**src/rtl/bool_seq_pkg.sv**
```systemverilog
// Shared types and helpers for the boolean-function vector sequencer.
// Holds the sweep FSM state encoding and the truth-table width calculation.
package bool_seq_pkg;

  typedef enum logic [1:0] {
    IDLE = 2'd0,
    RUN  = 2'd1,
    DONE = 2'd2
  } seq_state_t;

  // Number of truth-table rows (and captured/expected bits) for n inputs.
  function automatic int tbl_width(input int n);
    return 1 << n;
  endfunction

endpackage

```
**src/rtl/bool_resp_checker.sv**
```systemverilog
// Response side of the sequencer: records y per row into a truth table and
// counts rows that disagree with the expected table.
module bool_resp_checker
  import bool_seq_pkg::*;
#(
  parameter int                              N_IN   = 3,
  parameter logic [tbl_width(N_IN)-1:0]      EXPECT = 8'hEA
) (
  input  logic                       clk,
  input  logic                       rst_n,
  input  logic                       clear,
  input  logic                       strobe,
  input  logic [N_IN-1:0]            idx,
  input  logic                       y,
  output logic [N_IN:0]              err_cnt,
  output logic [tbl_width(N_IN)-1:0] captured,
  output logic                       row_err
);

  localparam int CW = N_IN + 1;

  logic [CW-1:0]              r_err_cnt;
  logic [tbl_width(N_IN)-1:0] r_captured;

  // Combinational so the sequencer can fold the final row into pass.
  assign row_err = strobe && (y != EXPECT[idx]);

  // NOTE: sequential state uses non-blocking assignments so every register
  // samples pre-edge values regardless of statement order.
  always_ff @(posedge clk or negedge rst_n) begin
    if (!rst_n) begin
      r_err_cnt  <= '0;
      r_captured <= '0;
    end else if (clear) begin
      r_err_cnt  <= '0;
      r_captured <= '0;
    end else if (strobe) begin
      r_captured[idx] <= y;
      if (row_err) r_err_cnt <= r_err_cnt + CW'(1);
    end
  end

  assign err_cnt  = r_err_cnt;
  assign captured = r_captured;

endmodule

```
**src/rtl/bool_vector_sequencer.sv**
```systemverilog
// Exhaustive truth-table sweeper: drives vec in counting order, holds each
// row DWELL cycles, samples y on the last cycle and reports pass/fail.
module bool_vector_sequencer
  import bool_seq_pkg::*;
#(
  parameter int                         N_IN   = 3,
  parameter int                         DWELL  = 4,
  parameter logic [tbl_width(N_IN)-1:0] EXPECT = 8'hEA
) (
  input  logic                       clk,
  input  logic                       rst_n,
  input  logic                       start,
  input  logic                       abort,
  output logic [N_IN-1:0]            vec,
  input  logic                       y,
  output logic                       busy,
  output logic                       done,
  output logic                       pass,
  output logic [N_IN:0]              err_cnt,
  output logic [tbl_width(N_IN)-1:0] captured
);

  localparam int             DW         = $clog2(DWELL);
  localparam logic [DW-1:0]  DWELL_LAST = DW'(DWELL - 1);
  localparam logic [N_IN-1:0] VEC_LAST  = {N_IN{1'b1}};

  seq_state_t      r_state, w_state_nxt;
  logic [N_IN-1:0] r_vec, w_vec_nxt;
  logic [DW-1:0]   r_dwell, w_dwell_nxt;
  logic            r_pass, w_pass_nxt;
  logic            w_clear, w_strobe, w_row_err;
  logic [N_IN:0]   w_err_cnt;

  always_ff @(posedge clk or negedge rst_n) begin
    if (!rst_n) begin
      r_state <= IDLE;
      r_vec   <= '0;
      r_dwell <= '0;
      r_pass  <= 1'b0;
    end else begin
      r_state <= w_state_nxt;
      r_vec   <= w_vec_nxt;
      r_dwell <= w_dwell_nxt;
      r_pass  <= w_pass_nxt;
    end
  end

  // NOTE: every output of this block is defaulted first, so no path through
  // the case leaves a signal unassigned and no latch is inferred.
  always_comb begin
    w_state_nxt = r_state;
    w_vec_nxt   = r_vec;
    w_dwell_nxt = r_dwell;
    w_pass_nxt  = r_pass;
    w_clear     = 1'b0;
    w_strobe    = 1'b0;
    unique case (r_state)
      IDLE: begin
        if (!abort && start) begin
          w_clear     = 1'b1;
          w_pass_nxt  = 1'b0;
          w_vec_nxt   = '0;
          w_dwell_nxt = '0;
          w_state_nxt = RUN;
        end
      end
      RUN: begin
        if (abort) begin
          w_state_nxt = IDLE;
          w_vec_nxt   = '0;
          w_dwell_nxt = '0;
          w_pass_nxt  = 1'b0;
        end else if (r_dwell == DWELL_LAST) begin
          w_strobe    = 1'b1;
          w_dwell_nxt = '0;
          if (r_vec == VEC_LAST) begin
            // Last row: its own mismatch is not yet in err_cnt.
            w_state_nxt = DONE;
            w_pass_nxt  = (w_err_cnt == '0) && !w_row_err;
          end else begin
            w_vec_nxt = r_vec + N_IN'(1);
          end
        end else begin
          w_dwell_nxt = r_dwell + DW'(1);
        end
      end
      DONE: begin
        w_state_nxt = IDLE;
        w_vec_nxt   = '0;
      end
      default: begin
        w_state_nxt = IDLE;
        w_vec_nxt   = '0;
        w_dwell_nxt = '0;
      end
    endcase
  end

  bool_resp_checker #(
    .N_IN   (N_IN),
    .EXPECT (EXPECT)
  ) u_checker (
    .clk      (clk),
    .rst_n    (rst_n),
    .clear    (w_clear),
    .strobe   (w_strobe),
    .idx      (r_vec),
    .y        (y),
    .err_cnt  (w_err_cnt),
    .captured (captured),
    .row_err  (w_row_err)
  );

  assign vec     = r_vec;
  assign busy    = (r_state == RUN);
  assign done    = (r_state == DONE);
  assign pass    = r_pass;
  assign err_cnt = w_err_cnt;

endmodule

```
**config.mk**
```make
export PLATFORM = sky130hd
export DESIGN_NAME = bool_vector_sequencer
export DESIGN_NICKNAME = d
export VERILOG_FILES = /design/src/rtl/bool_seq_pkg.sv /design/src/rtl/bool_resp_checker.sv /design/src/rtl/bool_vector_sequencer.sv
export SDC_FILE = /design/constraint.sdc
export NUM_CORES = 1
export LEC_CHECK = 0
export CORE_MARGIN = 3
export CORE_UTILIZATION = 25
export CTS_CLUSTER_DIAMETER = 100
export CTS_CLUSTER_SIZE = 20
export DETAILED_ROUTE_END_ITERATION = 6
export PLACE_DENSITY_LB_ADDON = 0.05
export SKIP_CTS_REPAIR_TIMING = 1
export SLEW_MARGIN = 20
export SYNTH_ARGS = -nofsm -noshare
export SYNTH_HDL_FRONTEND = slang
export SYNTH_SLANG_ARGS = --single-unit
```
**constraint.sdc**
```tcl
create_clock -name clk -period 2.8 [get_ports clk]
set_clock_uncertainty 0.2 [all_clocks]
set_input_delay 0.7 -clock clk [delete_from_list [all_inputs] [get_ports clk]]
set_output_delay 0.7 -clock clk [all_outputs]
set_load 0.01 [all_outputs]
```
==> summary.md <==
| Metric | Value |
|---|---|
| RR Startpoint | `vec[1]$_DFFE_PN0P_` |
| CP bufs+invs | `1` |
| #FFs+latches synth | `20` |
| Total vias in the final route | `891` |
| Max cap viols | `0` |
| First-pass GRT wire length | `4750 µm` |
| Status | `finished, final reports clean` |
| Cell leakage power | `0.688 nW` |
| Syn Inst Count | `111` |
| Most frequent cells in the layout | `22 x clkdlybuf4s50_1, 20 x dfrtp_1, 12 x nor2_1, 12 x mux2i_1, 8 x nand2_1` |
| Yosys Warn Count | `0` |
| Clock Sinks | `20` |
| Crit path time final | `roughly 2.5 ns` |
| Area delta synth->final | `30.6%` |
| Area share of and/or/nand/nor cells after synthesis | `between 20% and 30%` |
| Post-synthesis cell type count | `30` |
| CTS max path bufs | `2` |
| Seq/Total Area, Yosys | `45.0%` |
| Slew Limit Fails | `0` |
| Nets@finish | `between 100 and 150` |
| Initial antenna violation count | `0` |
| Final hold violations | `0` |
| Setup crit end kind | `output pin` |
| Critical path's largest stage delay | `~0.56 ns` |
| Post-DP HPWL | `slightly below 2000 µm` |
| Worst hold start | `u_checker.captured[5]$_DFFE_PN0P_` |
| Layout Cells excl Fill | `approximately 190` |
| CTS Buf Count | `3` |
| Post-synthesis mux area share | `about an eighth` |
| Core Util, Final | `a little over a third` |
| Main combinational cell family by area after synthesis | `simple AND/OR/NAND/NOR gates` |
| Setup Viol. Count Final | `0` |
| Antenna viol nets, final | `0` |
| Startpoint type of the worst setup path | `flop` |
| CP top delay family | `buffers and inverters` |
| Post-synthesis compound-gate area fraction | `7.87%` |
| RD Place Congestion | `approximately 0.66` |
| XOR/XNOR Fraction of Synth Area | `0%` |
| Cell breakdown of the critical path | `nor2b_1, clkdlybuf4s50_1` |
| Pwr Total | `roughly 600 µW` |
| Post-Route Setup TNS | `0 ns` |
| Overflow after GRT | `0` |
| Max-slew headroom | `about three quarters` |
| Filler Cell Count | `roughly 450` |
| Initial core utilization | `a little over a quarter` |
| IO Pins | `23` |
| Power density cells | `~400 nW/µm²` |
| Drt drc | `0` |
| Core Rows | `23` |
| CP max-delay cell | `clkdlybuf4s50_1` |
| Critical Path AT | `between 1.5 and 2 ns` |
| Fmax | `approximately 0.40 GHz` |
| Syn Area/Cell | `10.0 µm²` |
| Reg2Reg Setup Slack | `~0.72 ns` |
| Vias in the first global route | `around 950` |
| HP Class | `reg -> reg` |
| Clk_lat worst skew | `about 0.26 ns` |
| Critical-path maximum fanout | `13` |
| Post-synthesis adder-cell area fraction | `between 6 and 7%` |
| Core area | `4140 µm²` |
| Largest net degree at the start of global routing | `21` |
| Total track usage | `11.6%` |
| CP startpoint | `r_state[0]$_DFFE_PN0P_` |
| Worst VDD drop | `roughly 0.15 mV` |
| Die X | `72.7 µm` |
| CTS clk-pin slew, worst paths | `around 0.08 ns` |
| DRT iter0 DRCs | `9` |
| WL final | `roughly 2600 µm` |
| Drt wl/cell | `approximately 14 µm` |
| Final period utilization | `between 80% and 90%` |
| Dpl cells | `~180` |
| Crit path kind | `reg -> out` |
| TritonRoute pass-1 iters | `4` |
| DIE AREA | `roughly 5300 µm²` |
| CP required | `1.90 ns` |
| H-Tree Depth | `1` |
| Port Buffers | `22` |
| RSZ-0062 raised after global routing | `false` |
| Syn nets | `~120` |
| Worst-margin pin slew | `between 0.3 and 0.4 ns` |
| Antenna cells | `0` |
| Root buf cell | `clkbuf_8` |
| Vias/cell | `around 4.8` |
| CTS tree | `done` |
| Die Y | `between 70 and 80 µm` |
| Netlist Area Pre-Place | `1110 µm²` |
| Share of layout cells above drive strength 1 | `between 8 and 9%` |
| Most common cell after layout, fill and taps aside | `clkdlybuf4s50_1` |
## worst register-to-register path, stage by stage (launching register included)
cell and delay (ns):
dfrtp_1 0.55, inv_1 0.15, ha_1 0.20, and2_1 0.16, nor3_1 0.32, o21ai_0 0.16, a31o_2 0.25
## kinds of logic (layout without fill, tap and decap cells)
kind of cell               Yosys count  in the layout
and+or+nand+nor                     48             48
AOI/OAI and AO/OA                   13             13
buffers and inverters               11             36
adders and majority gates            6              6
muxes                               13             13
DFF                                 20             20
## registers in the layout (all words and copies together) (netlist names)
name and count:
r_dwell 2, pass 1, u_checker.err_cnt 4, u_checker.captured 8
r_state 2, vec 3
## power breakdown
part,switching [mW],internal [mW],total [mW]
Combinational,0.0298,0.0262,0.0560
Clock,0.105,0.125,0.231
Sequential,0.00665,0.295,0.302
## layer usage
metal	up-vias	GRT usage (%)	part of all wire [%]
met5	-	0	0
met4	0	4.92	1.7
met3	4	1.93	3.1
met2	17	17.2	43
met1	427	16.6	52
li1	443	-	-
## final timing paths
| check | end | cells past startpoint |
|---|---|---|
| worst min register to register | u_checker.captured[5]$_DFFE_PN0P_ | 2 |
| max in group asynchronous | u_checker.captured[7]$_DFFE_PN0P_ | 2 |
| worst min-delay path | u_checker.captured[5]$_DFFE_PN0P_ | 2 |
| worst max-delay path | busy | 2 |
| min in group asynchronous | pass$_DFFE_PN0P_ | 2 |
| worst max register to register | pass$_DFFE_PN0P_ | 6 |
## final cells by class
type	instances	area [µm²]	area share (%)
clock buffers	4	55.1	3.79
inverters	6	22.5	1.55
multi-input cells	80	562	38.7
flip-flops and latches	20	500	34.5
well taps	50	62.6	4.31
repair buffers	26	250	17.2
## cell usage after synthesis (all sizes together)
library cell	instances	share of area (%)
nor4b	2	2.1
mux2i	12	11
nand3	4	1.8
nor2	12	4.0
dfrtp	20	45
nand2	8	2.7
buf	5	2.5
a31o	1	0.79
a22oi	1	0.68
o21ai	6	2.7
ha	6	6.7
and4	2	1.6
nor3	3	1.3
or3	1	0.56
and4bb	1	1.1
mux2	1	1.0
o21a	1	0.68
nand4	3	1.7
nand4b	1	0.79
nand2b	4	2.2
nand3b	1	0.68
inv	6	2.0
a221oi	1	0.79
and2	2	1.1
nor2b	4	2.2
a22o	2	1.6
o211ai	1	0.68
## per-stage QoR
stage	worst slack (ns)	area, µm²	hold slack, ns
after global routing	0.229	1450	0.368
after floorplan	0.882	1110	0.204
after global placement	0.295	1400	0.310
after CTS	0.315	1450	0.334
after detailed placement	0.233	1400	0.315
final	0.328	1450	0.322
No activity file was read; power rests on OpenSTA's default activity.
==> patch 1: new RTL, same flow settings <==
Put a register stage on the outputs `busy` and `done`. The values now appear one clock later. The other outputs are not delayed to match.
--- a/src/rtl/bool_vector_sequencer.sv
+++ b/src/rtl/bool_vector_sequencer.sv
@@ -112,8 +112,10 @@
   );
 
   assign vec     = r_vec;
-  assign busy    = (r_state == RUN);
-  assign done    = (r_state == DONE);
+  always_ff @(posedge clk) begin
+    busy <= (r_state == RUN);
+    done <= (r_state == DONE);
+  end
   assign pass    = r_pass;
   assign err_cnt = w_err_cnt;
 
Formal check against the unedited RTL: not equivalent (Yosys sat finds a counterexample within 4 cycles, from zero or initial values and one cycle with rst_n low).
==> patch 1 against the unedited design <==
  * First-iteration DRC count grew to 3.4 times the old value
  * Routed wire length is 2.5% higher
  * Hold slack better by 9.9 ps
  * Final cell count is 4.8% higher
  * Via count is 2.0% higher
  * Sequential cell count is 2 higher
  * Final area is 6.2% higher
  * Total power is 12% higher
  * Clock power is 11% lower
  * Area after synthesis is 8.8% higher
  * Sequential share of layout area is 0.58 points higher
  * Worst setup slack better by 190 ps
  * Non-clock buffer count is 1 lower
  * Critical path type unchanged
  * Highest routed layer unchanged
==> patch 1: results (changes against the unedited design) <==
qor: timing.timing.fmax 438 MHz [was 405 MHz]
qor: place.gp_routability_congestion 0.770 [was 0.656]
qor: logic_synthesis.post_synth_num_cell_types 38 [was 30]
qor: power.lkg_pwr 0.704 nW [was 0.688 nW]
qor: critical_path.timing.critical_path.slowest_cell_delay 600 ps [was 560 ps]
qor: drt.avgRoutedWirePerCell 13.9 um [was 14.2 um]
qor: global_route.first_global_vias 938 [was 945]
qor: drt.wl 2720 um [was 2650 um]
qor: power.net_switching_power_of_the_design 0.175 mW [was 0.142 mW]
qor: place.detailedPlace.worstSlack 289 ps [was 233 ps]
qor: timing.worst_slew_margin_rel 0.758 [was 0.732]
qor: cells_and_area.final_net_count 155 [was 148]
qor: run_status.outcome finished, final reports clean [unchanged]
qor: critical_path.capturing_instance_or_port_of_the_critical_path vec[2] [was busy]
qor: logic_synthesis.postSynthCellCount 117 [was 111]
qor: place.dpl.cell_count 191 [was 182]
qor: global_route.first_pass_grt_wire_length 4540 um [was 4750 um]
qor: drt.dr_total_vias 909 [was 891]
qor: place.place_hpwl 2060 um [was 1960 um]
qor: critical_path.crit_path_max_fanout 10 [was 13]
qor: drt.first_iteration_detailed_routing_drc_count 31 [was 9]
qor: place.postPlaceCellArea 1500 um^2 [was 1400 um^2]
qor: global_route.grtUsageTotal 0.106 [was 0.116]
qor: critical_path.critPathArrivalTime 1380 ps [was 1570 ps]
qor: logic_synthesis.async_flop_share 0.909 [was 1.00]
qor: cells_and_area.final_layout_size_suffix_gt1_frac 0.0979 [was 0.0809]
patch 1: power groups by stage:
stage	registers, mW	clock network (mW)	logic (mW)
final	0.348	0.206	0.103
after global routing	0.351	0.231	0.115
after CTS	0.348	0.216	0.105
after detailed placement	0.354	0	0.104
after global placement	0.353	0	0.103
after floorplan	0.351	0	0.0588
patch 1: per-layer routing:
metal | global-route usage | vias to the layer above | share of wire
li1 | - | 463 | -
met1 | 0.144 | 432 | 0.49
met2 | 0.164 | 12 | 0.47
met3 | 0.0237 | 2 | 0.033
met4 | 0.0408 | 0 | 0.0052
met5 | 0 | - | 0
patch 1: how the worst min path moves through the flow:
stage,startpoint,endpoint,slack (ps),cells after the start
after global placement,u_checker.captured[7]$_DFFE_PN0P_,u_checker.captured[7]$_DFFE_PN0P_,310,2
after detailed placement,u_checker.captured[4]$_DFFE_PN0P_,u_checker.captured[4]$_DFFE_PN0P_,310,2
after global routing,u_checker.captured[4]$_DFFE_PN0P_,u_checker.captured[4]$_DFFE_PN0P_,380,2
final,u_checker.captured[5]$_DFFE_PN0P_,u_checker.captured[5]$_DFFE_PN0P_,330,2
after CTS,u_checker.captured[5]$_DFFE_PN0P_,u_checker.captured[5]$_DFFE_PN0P_,340,2
after floorplan,rst_n,pass$_DFFE_PN0P_,200,0
patch 1: final cells by class:
class                   count  area, um^2
flip-flops and latches     22         541
well taps                  52        65.1
clock buffers               4        45.0
fillers                   469        2960
inverters                   7        26.3
multi-input cells          85         623
repair buffers             25         243
patch 1: tightest hold or removal path: stages, from the launching register on:
cell	delay (ps)
sky130_fd_sc_hd__dfrtp_1	350
sky130_fd_sc_hd__mux2i_1	70
sky130_fd_sc_hd__nor2_1	80
patch 1: metrics by stage:
stage | util | hold slack [ps]
6_report | 0.343 | 332
5_1_grt | 0.343 | 384
4_1_cts | 0.343 | 342
3_5_place_dp | 0.333 | 311
3_3_place_gp | 0.333 | 310
2_1_floorplan | - | 204
patch 1: cell families after synthesis:
logic type      Yosys count  synth area share
buf+inv                  10            0.0383
mux                      15             0.127
compound gates           13            0.0776
fa+ha+maj                 6            0.0620
flops                    22             0.447
simple gates             51             0.248
==> patch 2: new RTL, config.mk and constraints unchanged <==
Without the edit above. `N_IN` is set to 3 in 2 places; all go to 6.
--- a/src/rtl/bool_resp_checker.sv
+++ b/src/rtl/bool_resp_checker.sv
@@ -3,7 +3,7 @@
 module bool_resp_checker
   import bool_seq_pkg::*;
 #(
-  parameter int                              N_IN   = 3,
+  parameter int                              N_IN   = 6,
   parameter logic [tbl_width(N_IN)-1:0]      EXPECT = 8'hEA
 ) (
   input  logic                       clk,
--- a/src/rtl/bool_vector_sequencer.sv
+++ b/src/rtl/bool_vector_sequencer.sv
@@ -3,7 +3,7 @@
 module bool_vector_sequencer
   import bool_seq_pkg::*;
 #(
-  parameter int                         N_IN   = 3,
+  parameter int                         N_IN   = 6,
   parameter int                         DWELL  = 4,
   parameter logic [tbl_width(N_IN)-1:0] EXPECT = 8'hEA
 ) (
Ports: changed (resized captured, err_cnt and vec); port bits go from 23 to 85. No check against the original RTL was run, so the function may have changed too.
==> patch 2 against the unedited design <==
  * Non-clock buffer count increased by 83
  * Total power rose to 4.5 times the old value
  * Routed wire length grew to 5.7 times the old value
  * Worst setup slack worse by 120 ps
  * Core utilization up 0.30 points
  * Sequential cell count increased by 62
  * Area after synthesis grew to 3.8 times the old value
  * Sequential share of layout area increased by 1.4 points
  * Final area grew to 3.9 times the old value
  * Largest cell class is now sequential cells
  * Highest routed layer unchanged
==> patch 2: results (changes against the unedited design) <==
qor: critical_path.cpMaxStageDelayCell sky130_fd_sc_hd__dfrtp_1 [was sky130_fd_sc_hd__clkdlybuf4s50_1]
qor: drt.first_iteration_detailed_routing_drc_count 289 [was 9]
qor: run_status.outcome finished, final reports clean [unchanged]
qor: critical_path.capturing_instance_or_port_of_the_critical_path vec[2] [was busy]
qor: cells_and_area.final_layout_size_suffix_gt1_frac 0.118 [was 0.0809]
qor: drt.detailroute.wirelength.met2 7040 um [was 1140 um]
qor: timing.hold_viol_final 0 [unchanged]
qor: cells_and_area.largest_reg_flops 64 [was 8]
qor: place.place.port_buffers 84 [was 22]
qor: drt.avgRoutedWirePerCell 20.0 um [was 14.2 um]
qor: critical_path.critPathLaunch vec[2]$_DFFE_PN0P_ [was r_state[0]$_DFFE_PN0P_]
qor: logic_synthesis.synth_top_cells_by_count sky130_fd_sc_hd__dfrtp_1, sky130_fd_sc_hd__nand3_1, sky130_fd_sc_hd__a21oi_1 [was sky130_fd_sc_hd__dfrtp_1, sky130_fd_sc_hd__mux2i_1, sky130_fd_sc_hd__nor2_1]
qor: critical_path.timing.reg2reg.setup_slack 450 ps [was 720 ps]
qor: cts.cts_htree_levels 3 [was 1]
qor: cts.cts-buffers-inserted 9 [was 3]
qor: critical_path.critPathTopFamily flip-flops [was buffers and inverters]
qor: global_route.grtUsageTotal 0.168 [was 0.116]
qor: critical_path.timing.rr.end u_checker.err_cnt[6]$_DFFE_PN0P_ [was pass$_DFFE_PN0P_]
qor: critical_path.crit_path_max_fanout 17 [was 13]
qor: cts.clkTransAtPathRegs 60 ps [was 80 ps]
qor: timing.worst_slew_pin_slew 622 ps [was 400 ps]
qor: global_route.first_global_vias 3846 [was 945]
qor: drt.met3WireLength 875 um [was 82 um]
qor: power.ir_worst_vdd 0.000274 V [was 0.000152 V]
qor: logic_synthesis.synth.area.top_cells sky130_fd_sc_hd__dfrtp_1, sky130_fd_sc_hd__nand3_1, sky130_fd_sc_hd__a21oi_1 [was sky130_fd_sc_hd__dfrtp_1, sky130_fd_sc_hd__mux2i_1, sky130_fd_sc_hd__ha_1]
qor: global_route.grt_start_max_net_pins 71 [was 21]
qor: global_route.first_pass_grt_wire_length 23400 um [was 4750 um]
qor: cts.clock_insertion_delay_worst_skew 340 ps [was 260 ps]
qor: place.place_hpwl 9990 um [was 1960 um]
qor: place.gp_routability_congestion 0.763 [was 0.656]
qor: logic_synthesis.post_synth_num_cell_types 51 [was 30]
qor: critical_path.critPathArrivalTime 1690 ps [was 1570 ps]
qor: cts.cts-root-buf sky130_fd_sc_hd__clkbuf_16 [was sky130_fd_sc_hd__clkbuf_8]
qor: logic_synthesis.postSynthNetCount 459 [was 122]
qor: cells_and_area.nFillCells 1682 [was 454]
qor: critical_path.timing.critical_path.slowest_cell_delay 700 ps [was 560 ps]
qor: min_path.hold_path.class in -> async [was reg -> reg]
qor: drt.routedLengthMet1 7060 um [was 1380 um]
qor: drt.drt_pre_antenna_iters 5 [was 4]
-- patch 2: cell types whose count changed in the layout (fill, tap and decap cells not counted), sizes merged, moves of 4 or more --
cell | unedited run | this run
nand3 | 4 | 80
a21oi | 0 | 70
inv | 6 | 10
or3 | 1 | 7
nand2 | 8 | 14
nor3 | 3 | 19
mux2i | 12 | 4
a211oi | 0 | 4
buf | 4 | 27
dfrtp | 20 | 82
o21ai | 6 | 72
clkdlybuf4s50 | 22 | 82
clkbuf | 4 | 11
-- patch 2: cells by family after synthesis --
family                     count (synthesis)  synth area share
AOI/OAI and AO/OA                        161             0.217
adders and majority gates                  5            0.0149
buffers and inverters                     41            0.0452
DFF                                       82             0.488
muxes                                      5            0.0122
and+or+nand+nor                          155             0.224
-- patch 2: final cells by class --
class / count / area (um^2) / share of cell area
clock buffers: 11 / 243 / 0.0425
clock inverters: 3 / 65.1 / 0.0114
inverters: 10 / 37.5 / 0.00656
multi-input cells: 326 / 1970 / 0.344
flip-flops and latches: 82 / 2050 / 0.359
well taps: 216 / 270 / 0.0473
repair buffers: 109 / 1080 / 0.189
-- patch 2: routing by layer --
layer	GRT usage	vias up
met1	0.240	1979
met5	0	-
met3	0.0416	11
met4	0.0347	0
met2	0.259	117
li1	-	1844
-- patch 2: where the power goes --
group          total (mW)  internal, mW  switching (mW)
Clock                1.28         0.795           0.481
Sequential           1.20          1.19         0.00810
Combinational       0.168        0.0537           0.115
-- patch 2: metrics by stage --
stage               hold WS, ps  power [mW]  cell area (um^2)  worst slack [ps]  instances
global placement            300        1.40              5410              98.4        743
detailed placement          302        1.40              5410              50.7        743
CTS                        15.1        2.70              5720               184        757
finish                     22.1        2.65              5720               206        757
floorplan                   204        1.31              4210               579        449
global route               16.2        2.76              5720              90.6        757
